<file path="src/rtl/instr_trace_buffer_if.sv">
// Trace drain port: ready/valid handshake carrying one 81-bit retirement record.
interface instr_trace_buffer_if;
    logic        TR_Valid;
    logic        TR_Ready;
    logic [80:0] TR_Data;

    modport master (output TR_Valid, output TR_Data, input TR_Ready);
    modport slave  (input TR_Valid, input TR_Data, output TR_Ready);
endinterface

</file>
<file path="src/rtl/instr_trace_buffer.sv">
// Retirement trace buffer: snapshots CPU state on each T-counter wrap to 0,
// queues records in a show-ahead FIFO, and keeps retire/drop stats plus a hang watchdog.
module instr_trace_buffer #(
    parameter int DEPTH   = 8,
    parameter int TIMEOUT = 16
) (
    input  logic                       Clock,
    input  logic                       Reset,
    input  logic                       Enable,
    input  logic [2:0]                 T_in,
    input  logic                       BRA_in,
    input  logic [15:0]                IR_in,
    input  logic [7:0]                 RF_R1,
    input  logic [7:0]                 RF_R2,
    input  logic [7:0]                 RF_R3,
    input  logic [7:0]                 RF_R4,
    input  logic [7:0]                 ARF_PC,
    input  logic [7:0]                 ARF_SP,
    input  logic [7:0]                 ARF_AR,
    instr_trace_buffer_if.master       tr,
    output logic [$clog2(DEPTH):0]     TR_Count,
    output logic [15:0]                Retired,
    output logic [7:0]                 Dropped,
    output logic                       Hang
);
    localparam int AW = $clog2(DEPTH);
    localparam int CW = AW + 1;

    logic [2:0]    t_prev_q;
    logic [7:0]    cyc_q, cyc_d;
    logic [80:0]   mem_q [DEPTH];
    logic [AW-1:0] wr_ptr_q, rd_ptr_q;
    logic [CW-1:0] cnt_q, cnt_d;
    logic [15:0]   retired_q;
    logic [7:0]    dropped_q;
    logic [7:0]    wd_q, wd_d;
    logic          hang_q;

    logic        retire, full, valid, pop, push, drop;
    logic [80:0] rec;

    assign retire = Enable && (t_prev_q != 3'd0) && (T_in == 3'd0);
    assign full   = (cnt_q == CW'(DEPTH));
    assign valid  = (cnt_q != '0);
    assign pop    = valid && tr.TR_Ready;
    // A full FIFO can still accept when the head leaves in the same cycle.
    assign push   = retire && (!full || pop);
    assign drop   = retire && full && !pop;

    assign rec = {cyc_q, BRA_in, IR_in, ARF_PC, ARF_AR, ARF_SP,
                  RF_R1, RF_R2, RF_R3, RF_R4};

    always_comb begin
        cyc_d = cyc_q;
        if (T_in == 3'd0)
            cyc_d = 8'd1;
        else if (cyc_q != 8'hFF)
            cyc_d = cyc_q + 8'd1;
    end

    always_comb begin
        cnt_d = cnt_q;
        case ({push, pop})
            2'b10:   cnt_d = cnt_q + CW'(1);
            2'b01:   cnt_d = cnt_q - CW'(1);
            default: cnt_d = cnt_q;
        endcase
    end

    always_comb begin
        wd_d = wd_q;
        if (!Enable || T_in == 3'd0)
            wd_d = 8'd0;
        else if (wd_q != 8'(TIMEOUT))
            wd_d = wd_q + 8'd1;
    end

    always_ff @(posedge Clock or negedge Reset) begin
        if (!Reset) begin
            t_prev_q  <= '0;
            cyc_q     <= '0;
            wr_ptr_q  <= '0;
            rd_ptr_q  <= '0;
            cnt_q     <= '0;
            retired_q <= '0;
            dropped_q <= '0;
            wd_q      <= '0;
            hang_q    <= 1'b0;
        end else begin
            t_prev_q <= T_in;
            cyc_q    <= cyc_d;
            cnt_q    <= cnt_d;
            wd_q     <= wd_d;
            if (push)
                wr_ptr_q <= wr_ptr_q + AW'(1);
            if (pop)
                rd_ptr_q <= rd_ptr_q + AW'(1);
            if (retire)
                retired_q <= retired_q + 16'd1;
            if (drop && dropped_q != 8'hFF)
                dropped_q <= dropped_q + 8'd1;
            if (wd_d == 8'(TIMEOUT))
                hang_q <= 1'b1;
        end
    end

    // Storage needs no reset: the head is masked whenever the FIFO is empty.
    always_ff @(posedge Clock) begin
        if (push)
            mem_q[wr_ptr_q] <= rec;
    end

    assign tr.TR_Valid = valid;
    assign tr.TR_Data  = valid ? mem_q[rd_ptr_q] : '0;
    assign TR_Count    = cnt_q;
    assign Retired     = retired_q;
    assign Dropped     = dropped_q;
    assign Hang        = hang_q;
endmodule

</file>
<file path="src/flat_wrapper.sv">
// flat-port wrapper written by rule: the top's interface ports become plain ports
module instr_trace_buffer_flat 
#(
    parameter int DEPTH   = 8,
    parameter int TIMEOUT = 16
)
  (Clock, Reset, Enable, T_in, BRA_in, IR_in, RF_R1, RF_R2, RF_R3, RF_R4, ARF_PC, ARF_SP, ARF_AR, TR_Count, Retired, Dropped, Hang, tr_TR_Valid, tr_TR_Data, tr_TR_Ready);
  instr_trace_buffer_if tr_i ();
  input  logic Clock;
  input  logic Reset;
  input  logic Enable;
  input  logic [2:0] T_in;
  input  logic BRA_in;
  input  logic [15:0] IR_in;
  input  logic [7:0] RF_R1;
  input  logic [7:0] RF_R2;
  input  logic [7:0] RF_R3;
  input  logic [7:0] RF_R4;
  input  logic [7:0] ARF_PC;
  input  logic [7:0] ARF_SP;
  input  logic [7:0] ARF_AR;
  output logic [$clog2(DEPTH):0] TR_Count;
  output logic [15:0] Retired;
  output logic [7:0] Dropped;
  output logic Hang;
  output wire logic [$bits(tr_i.TR_Valid)-1:0] tr_TR_Valid;
  output wire logic [$bits(tr_i.TR_Data)-1:0] tr_TR_Data;
  input wire logic [$bits(tr_i.TR_Ready)-1:0] tr_TR_Ready;
  assign tr_TR_Valid = tr_i.TR_Valid;
  assign tr_TR_Data = tr_i.TR_Data;
  assign tr_i.TR_Ready = tr_TR_Ready;
  instr_trace_buffer #(.DEPTH(DEPTH), .TIMEOUT(TIMEOUT)) u_core (.Clock(Clock), .Reset(Reset), .Enable(Enable), .T_in(T_in), .BRA_in(BRA_in), .IR_in(IR_in), .RF_R1(RF_R1), .RF_R2(RF_R2), .RF_R3(RF_R3), .RF_R4(RF_R4), .ARF_PC(ARF_PC), .ARF_SP(ARF_SP), .ARF_AR(ARF_AR), .tr(tr_i), .TR_Count(TR_Count), .Retired(Retired), .Dropped(Dropped), .Hang(Hang));
endmodule
</file>
<file path="config.mk">
export PLATFORM = sky130hd
export DESIGN_NAME = instr_trace_buffer_flat
export DESIGN_NICKNAME = d
export VERILOG_FILES = /design/src/rtl/instr_trace_buffer_if.sv /design/src/rtl/instr_trace_buffer.sv /design/src/flat_wrapper.sv
export SDC_FILE = /design/constraint.sdc
export NUM_CORES = 1
export LEC_CHECK = 0
export CORE_UTILIZATION = 36
export CTS_BUF_LIST = sky130_fd_sc_hd__clkbuf_8
export DETAILED_ROUTE_END_ITERATION = 6
export HOLD_SLACK_MARGIN = 0.03
export SYNTH_ARGS = -nofsm -noshare
export SYNTH_HDL_FRONTEND = slang
export SYNTH_SLANG_ARGS = --single-unit
</file>
<file path="constraint.sdc">
create_clock -name Clock -period 11.33 [get_ports Clock]
set_clock_uncertainty 0.1 [all_clocks]
set_input_delay 3.399 -clock Clock [delete_from_list [all_inputs] [get_ports Clock]]
set_output_delay 3.399 -clock Clock [all_outputs]
set_load 0.01 [all_outputs]
</file>
**Yosys cells after proc, flatten, opt, wreduce, memory -nomap -nowiden**

Memory sizes are Yosys's and may differ from the RTL's.
Cells that the tools add are included.

- $add $sub $neg: 8
- Equality and inequality tests: 7
- Mux-type cells: 8
- Reductions and logical operators: 17

Operators by type and width:

| cell | number |
|---|---|
| 81-bit two-way mux | 1 |
| 8-bit two-way mux | 4 |
| 8-bit by 1-bit adder with 8-bit output (second input constant) | 3 |
| 16-bit by 1-bit adder with 16-bit output (second input constant) | 1 |
| 8-bit != test (second input constant) | 2 |
| 8-bit by 5-bit equality test with 1-bit output (second input constant) | 1 |
| 8-bit by 5-bit != test with 1-bit output (second input constant) | 1 |
| 4-bit one-hot mux with 2 select lines | 1 |
| 1-bit logical AND | 7 |
| 3-bit by 1-bit adder with 3-bit output (second input constant) | 2 |
| 4-bit by 1-bit adder with 4-bit output (second input constant) | 1 |
| 4-bit equality test (second input constant) | 1 |
| 2-bit nonzero test | 2 |
| 4-bit nonzero test | 1 |
| 4-bit by 1-bit subtractor with 4-bit output (second input constant) | 1 |
| 1-bit logical NOT | 3 |
| 3-bit logical NOT | 1 |
| 3-bit nonzero test | 1 |
| 2-bit by 1-bit equality test with 1-bit output (second input constant) | 1 |
| 2-bit equality test (second input constant) | 1 |
| 1-bit logical OR | 2 |
| 1-bit two-way mux | 2 |

- Register bits: 54
- Bits in writable memories: 648
- Bits of input ports: 80
- Word-level logic and storage cells: 50
- Memories: 1

Memory list:

| memory | words | bits a word | read ports | clocked after Yosys merged registers in | write ports | RTL line | source |
|---|---|---|---|---|---|---|---|
| u_core.mem_q | 8 | 81 | 1 | 0 | 1 | instr_trace_buffer.sv:31 | `logic [80:0] mem_q [DEPTH];` |

**Longest topological paths before layout**

Gate-level depths: netlist of the first run.

- Depth after elaboration: 6
- Gate-level depth with buffers: 10

**Worst setup path after synthesis of the first run**

No wires, ideal clock.

- Kind: input to register
- From: input port T_in[1]
- To: memory u_core.mem_q[0][0], enable pin
- Setup time: 0.719 ns
- Data arrival time: 11.774 ns
- Data required time: 10.511 ns
- Path slack: -1.263 ns
- Cell stages on the path: 5
- Buffers on the path: 1
- Path through: nor3_4 -> and3_1 -> buf_6 -> nand2_1 -> nor4_1

- Longest elaborated chain between the ends: 5

RTL lines:

| what | RTL line | source |
|---|---|---|
| start, declared | flat_wrapper.sv:12 | `input logic [2:0] T_in;` |
| 3-bit logical NOT | instr_trace_buffer.sv:42 | `assign retire = Enable && (t_prev_q != 3'd0) && (T_in == 3'd0);` |
| 1-bit logical AND | instr_trace_buffer.sv:42 |  |
| 1-bit logical AND | instr_trace_buffer.sv:47 | `assign push = retire && (!full \|\| pop);` |
| 1-bit two-way mux | instr_trace_buffer.sv:109 | `if (push)` |
| 1-bit two-way mux (not written as such) | instr_trace_buffer.sv:110 | `mem_q[wr_ptr_q] <= rec;` |
| end, declared | instr_trace_buffer.sv:31 |  |

No other way between the ends.

**Final worst setup path of the first run**

- From: register u_core.rd_ptr_q[1]
- To: output port tr_TR_Data[69]

- Longest elaborated chain between the ends: 2

RTL lines:

| what | RTL line | source |
|---|---|---|
| start, declared | instr_trace_buffer.sv:32 | `logic [AW-1:0] wr_ptr_q, rd_ptr_q;` |
| start signal, assigned | instr_trace_buffer.sv:97 | `rd_ptr_q <= rd_ptr_q + AW'(1);` |
| memory 8 x 81 bit | -- |  |
| 81-bit two-way mux | instr_trace_buffer.sv:114 | `assign tr.TR_Data = valid ? mem_q[rd_ptr_q] : '0;` |
| end, declared | flat_wrapper.sv:27 | `output wire logic [$bits(tr_i.TR_Data)-1:0] tr_TR_Data;` |

No other way between the ends.

==> results of run 1 <==
## cells by family after synthesis
| family | count (synthesis) | synth area share (%) |
|---|---|---|
| fa+ha+maj | 10 | 0.4886 |
| flops | 702 | 76.66 |
| xor+xnor | 38 | 1.226 |
| simple gates | 195 | 3.406 |
| buf+inv | 64 | 1.056 |
| mux | 247 | 16.59 |
| compound gates | 19 | 0.5716 |
## worst max-delay path, cell delays in order, from the launching register on
cell and delay [ps]:
dfrtp_4 920, buf_4 970, mux4_2 400, mux2i_1 80, nor2_1 240, clkdlybuf4s50_1 600
## cells in the final DEF (no fill, tap or decap), types with 8 or more instances in the layout
| master | n |
|---|---|
| inv_1 | 51 |
| and3_1 | 8 |
| mux2i_1 | 82 |
| clkinv_1 | 20 |
| nand3_1 | 18 |
| xor2_1 | 12 |
| clkbuf_8 | 123 |
| nor2_1 | 101 |
| ha_1 | 9 |
| edfxtp_1 | 648 |
| buf_4 | 22 |
| nand4_1 | 12 |
| nand2_1 | 23 |
| clkinv_2 | 11 |
| mux4_2 | 162 |
| clkdlybuf4s50_1 | 189 |
| xnor2_1 | 26 |
| dfrtp_1 | 51 |
## how the worst max path moves through the flow
stage                           to  depth (start not counted)  slack [ps]
6_report            tr_TR_Data[69]                          5        3830
5_1_grt             tr_TR_Data[56]                          5        3600
4_1_cts             tr_TR_Data[54]                          5        3650
3_5_place_dp   u_core.mem_q[6][68]                          7        3970
3_3_place_gp   u_core.mem_q[6][32]                          7        3980
2_1_floorplan   u_core.mem_q[4][0]                          6         860
## routing by layer
| layer | part of all wire, % | GRT usage (%) |
|---|---|---|
| met1 | 43 | 19.52 |
| met5 | 0.20 | 0 |
| met2 | 48 | 24.08 |
| met4 | 1.6 | 4.512 |
| met3 | 7.5 | 5.079 |
## area by class of cell
class / instances / area (um2) / share of cell area (%)
multi-input combinational: 509 / 6106 / 18.88
inverter: 9 / 33.78 / 0.1045
clock buffer: 123 / 1693 / 5.234
timing repair buffer: 213 / 2082 / 6.437
sequential: 702 / 20820 / 64.38
tap: 969 / 1212 / 3.749
clock inverter: 82 / 394.1 / 1.219
## per-stage QoR
stage                     util (%)  instances  setup WS, ps  total power [mW]
final                        43.37       2607          3825             7.310
after global routing         43.37       2607          3598             7.693
after CTS                    43.37       2607          3648             7.449
after detailed placement     40.57       2402          3968             5.448
after global placement       40.57       2402          3977             5.430
after floorplan                  -       1275         864.2             4.448
## power by group through the flow
stage | clock network, mW | registers [mW] | logic (mW)
6_report | 1.98 | 3.13 | 2.20
5_1_grt | 2.16 | 3.15 | 2.39
4_1_cts | 2.04 | 3.13 | 2.27
3_5_place_dp | 0 | 3.19 | 2.26
3_3_place_gp | 0 | 3.18 | 2.25
2_1_floorplan | 0 | 3.05 | 1.40
## flip-flops by register name, summed over array words and instances, names as in the netlist
| name | cells |
|---|---|
| u_core.cyc_q | 8 |
| u_core.Retired | 16 |
| u_core.TR_Count | 4 |
| u_core.rd_ptr_q | 3 |
| u_core.Dropped | 8 |
| u_core.wr_ptr_q | 3 |
| u_core.Hang | 1 |
| u_core.mem_q | 648 |
| u_core.wd_q | 8 |
| u_core.t_prev_q | 3 |
==> run_results.csv, run 1 <==
group,metric,value,unit
sta,hold_viol_final,0,
clocking,numCtsBuffers,114,
grt,grt_use_total,15.08,%
floorplan,die_area,76500,um2
sta,rsz0062_at_grt,"false",
power_and_ir_drop,p_clk_share,27.1,%
min_path,min_path_cells,1,
logic_synthesis,yosysTopAreaCell,"edfxtp_1",
logic_synthesis,synth_area,27140,um2
power_and_ir_drop,seqPwrFrac,42.8,%
sta,setup_viol,0,
sta,period_minus_slack,7505,ps
floorplan,core,74570,um2
logic_synthesis,yosys.cell_count.top_type,"edfxtp_1",
min_path,min_to,"u_core.Retired[15]",
clocking,clk_latency,720,ps
sta,tightest_slew,1151,ps
cells_and_area,design_area,32340,um2
critical_path,cp-startpoint,"u_core.rd_ptr_q[1]",
critical_path,cp.required,7830,ps
cells_and_area,drive_gt1_share,21.31,%
clocking,htreeDepth,3,
route,drc,0,
run,max-cap-violations,0,
floorplan,initial_core_util,36.40,%
placement,place_area,30260,um2
power_and_ir_drop,p_leak,10.84,nW
critical_path,worst-setup-path-type,"flip-flop to output pin",
grt,grt_pass1_wl,86770,um
placement,io_buffers,190,
floorplan,num_rows,100,
route,viasPerCell,4.999,
route,ant_nets,0,
grt,grt_pass1_vias,14150,
sta,whs,381.9,ps
grt,grt_max_degree,105,
sta,fin_setup_tns,0,ps
critical_path,start_kind,"flip-flop",
critical_path,rrSetupSlack,7900,ps
logic_synthesis,netlist.area_leader.share,71.68,%
sta,max_freq,0.1333,GHz
sta,timing.final.crit_share,66.24,%
placement,place_hpwl,31070,um
cells_and_area,antenna_cells,0,
logic_synthesis,yosys_warnings,0,
power_and_ir_drop,power.internal,5.143,mW
power_and_ir_drop,power.switching,2.168,mW
min_path,worstHoldPathType,"flip-flop to flip-flop",
min_path,hp-start,"u_core.Retired[15]",
cells_and_area,n_fill_cell,6463,
power_and_ir_drop,vdd_drop_max,0.1469,mV
logic_synthesis,synth_nets,1365,
power_and_ir_drop,combinationalPowerShare,30.1,%
logic_synthesis,synthCells,1275,
floorplan,die_h,276.6,um
critical_path,crit_arrival,4010,ps
clocking,cts.repair_timing.setup_buffer_count,0,
clocking,clockBufferDepth,3,
clocking,clk_pin_slew,60,ps
logic_synthesis,ys_top_cells_by_area,"edfxtp_1 72%, mux4_2 13%, dfrtp_1 5.0%, mux2i_1 3.0%, nor2_1 1.4%",
logic_synthesis,synth_area_per_cell,21.29,um2
logic_synthesis,yosys.cell_types.count,46,
clocking,cts_sinks,702,
sta,slew_violations,0,
route,firstDrtPassIters,5,
floorplan,ioPinCount,191,
critical_path,r2r_cells,6,
route,wl_per_cell,21.85,um
power_and_ir_drop,p_per_area,226.0,nW/um2
sta,slew_headroom,23.25,%
outcome,status,"completed",
critical_path,r2r_end,"u_core.mem_q[6][67]",
floorplan,die_w,276.6,um
clocking,tritoncts,"done",
clocking,cts-resized-gates,0,
cells_and_area,fin_nets,1639,
cells_and_area,syn2layout_area_growth,19.15,%
critical_path,end_kind,"output pin",
logic_synthesis,ys_seq_area_share,76.66,%
clocking,clock-root-buffer,"clkbuf_8",
grt,grt_overflow,0,
logic_synthesis,synth_top_cells_by_count,"648 x edfxtp_1, 162 x mux4_2, 104 x nor2_1",
route,drt_iter0_markers,901,
critical_path,cp_max_fo,74,
route,drt_wl_total,56960,um
critical_path,r2r-start,"u_core.TR_Count[0]",
placement,gp_congestion,0.7435,
clocking,holdBufCountCts,0,
logic_synthesis,ys.flop_type,"edfxtp_1",
power_and_ir_drop,p_sw_share,29.65,%
logic_synthesis,synth_edf_count,648,
route,vias,13030,
logic_synthesis,ys_seq_elements,702,
grt,antenna_found_initial,10,
logic_synthesis,ys_async_sr_fraction,7.692,%
Note: power is estimated with default switching activity, not from simulation.
==> run 2, diff against run 1 <==
==> constraint.sdc (replaced) <==
create_clock -name Clock -period 7 [get_ports Clock]
set_clock_uncertainty 0.1 [all_clocks]
set_input_delay 2.1 -clock Clock [delete_from_list [all_inputs] [get_ports Clock]]
set_output_delay 2.1 -clock Clock [all_outputs]
set_load 0.01 [all_outputs]
==> run_results.csv, run 2 (synthesized netlist as in run 1, its figures left out) <==
group,metric,value,unit
grt,grt_pass1_wl,87500,um
sta,setup_viol,0,
clocking,cts.repair_timing.setup_buffer_count,0,
cells_and_area,drive_gt1_share,21.13,%
critical_path,start_kind,"flip-flop",
placement,io_buffers,190,
power_and_ir_drop,vdd_drop_max,0.2016,mV
floorplan,die_h,276.6,um
run,max-cap-violations,0,
clocking,clk_latency,710,ps
floorplan,initial_core_util,36.40,%
placement,dp_cells,2403,
placement,gp_congestion,0.7263,
placement,place_ws,1776,ps
grt,grt_use_total,15.18,%
floorplan,core,74570,um2
cells_and_area,mostFrequentLayoutCell,"edfxtp_1",
grt,grt_max_degree,83,
route,vias,13060,
sta,max_freq,0.1692,GHz
sta,slew_headroom,24.55,%
route,viasPerCell,5.027,
cells_and_area,syn2layout_area_growth,19.31,%
critical_path,crit_arrival,3710,ps
sta,period_minus_slack,5909,ps
sta,tightest_slew,1132,ps
sta,setup_ws,1091,ps
grt,grt_pass1_vias,14140,
sta,rsz0062_at_grt,"false",
floorplan,num_rows,100,
floorplan,die_w,276.6,um
cells_and_area,layout_common_cells,"648 x edfxtp_1, 189 x clkdlybuf4s50_1, 162 x mux4_2",
min_path,worstHoldPathType,"flip-flop to flip-flop",
critical_path,end_kind,"output pin",
cells_and_area,fin_cells,2598,
sta,slew_violations,0,
cells_and_area,largest_reg_flops,648,
clocking,clock-root-buffer,"clkbuf_8",
critical_path,worst-setup-path-type,"flip-flop to output pin",
clocking,htreeDepth,3,
cells_and_area,regMostFlops,"u_core.mem_q",
route,ant_nets,0,
critical_path,cp_max_fo,63,
clocking,numCtsBuffers,112,
critical_path,cp.required,4800,ps
clocking,clk_pin_slew,60,ps
floorplan,die_area,76500,um2
grt,grt_overflow,0,
grt,antenna_found_initial,7,
clocking,cts_sinks,702,
power_and_ir_drop,p_leak,10.79,nW
clocking,tritoncts,"done",
sta,timing.final.crit_share,84.41,%
clocking,clockBufferDepth,3,
cells_and_area,fin_nets,1638,
route,drt_wl_total,57550,um
placement,place_hpwl,31620,um
power_and_ir_drop,p_per_area,366.8,nW/um2
route,drt_iter0_markers,818,
route,drc,0,
clocking,cts-resized-gates,0,
route,wl_per_cell,22.15,um
sta,hold_viol_final,0,
outcome,status,"completed",
floorplan,ioPinCount,191,
clocking,holdBufCountCts,0,
route,firstDrtPassIters,5,
==> run 2: metal layers <==
metal	wire length, um	vias up	global-route usage, %
li1	-	5763	-
met1	25820	6911	20.27
met3	3580	77	4.210
met5	65	-	0
met2	27270	296	24.23
met4	818	12	4.498
==> run 2: where the power goes <==
group | internal [mW] | switching (mW) | leakage, nW | total, mW
combinational | 1.95 | 1.67 | 3.09 | 3.62
clock | 1.67 | 1.53 | 1.16 | 3.20
sequential | 4.74 | 0.311 | 6.54 | 5.06
==> run 2: metrics by stage <==
| stage | hold WS, ps | util, % | area (um2) | total power, mW | setup TNS [ps] |
|---|---|---|---|---|---|
| after global placement | 367.3 | 40.69 | 30340 | 8.833 | 0 |
| after detailed placement | 361.9 | 40.69 | 30340 | 8.847 | 0 |
| after global routing | 399.5 | 43.43 | 32390 | 12.48 | 0 |
| after CTS | 381.6 | 43.43 | 32380 | 12.09 | 0 |
| after floorplan | 406.4 | - | 27160 | 7.200 | -587840 |
| final | 378.4 | 43.43 | 32390 | 11.88 | 0 |
==> run 2: worst max-delay path, stage by stage (launching register included) <==
cell             delay, ps
dfrtp_4               1070
buf_4                  640
mux4_2                 390
mux2i_1                170
nor2_1                 110
clkdlybuf4s50_1        560
==> run 2: path summary, 6_finish.rpt <==
check / start / slack, ps / end / cells past startpoint
max reg2reg: u_core.TR_Count[0] / 3790 / u_core.TR_Count[3] / 11
min reg2reg: u_core.Retired[15] / 380 / u_core.Retired[15] / 1
min: u_core.Retired[15] / 380 / u_core.Retired[15] / 1
max: u_core.rd_ptr_q[1] / 1090 / tr_TR_Data[65] / 5
max in group asynchronous: Reset / 4830 / u_core.rd_ptr_q[0] / 2
min in group asynchronous: Reset / 1430 / u_core.t_prev_q[1] / 2
==> run 2: cell type report <==
class | instances | area, um2
fillers | 6449 | 42190
flip-flops and latches | 702 | 20820
multi-input cells | 509 | 6112
repair buffers | 214 | 2165
clock buffers | 115 | 1583
well taps | 969 | 1212
clock inverters | 79 | 456.7
inverters | 9 | 33.78
diodes | 1 | 2.502
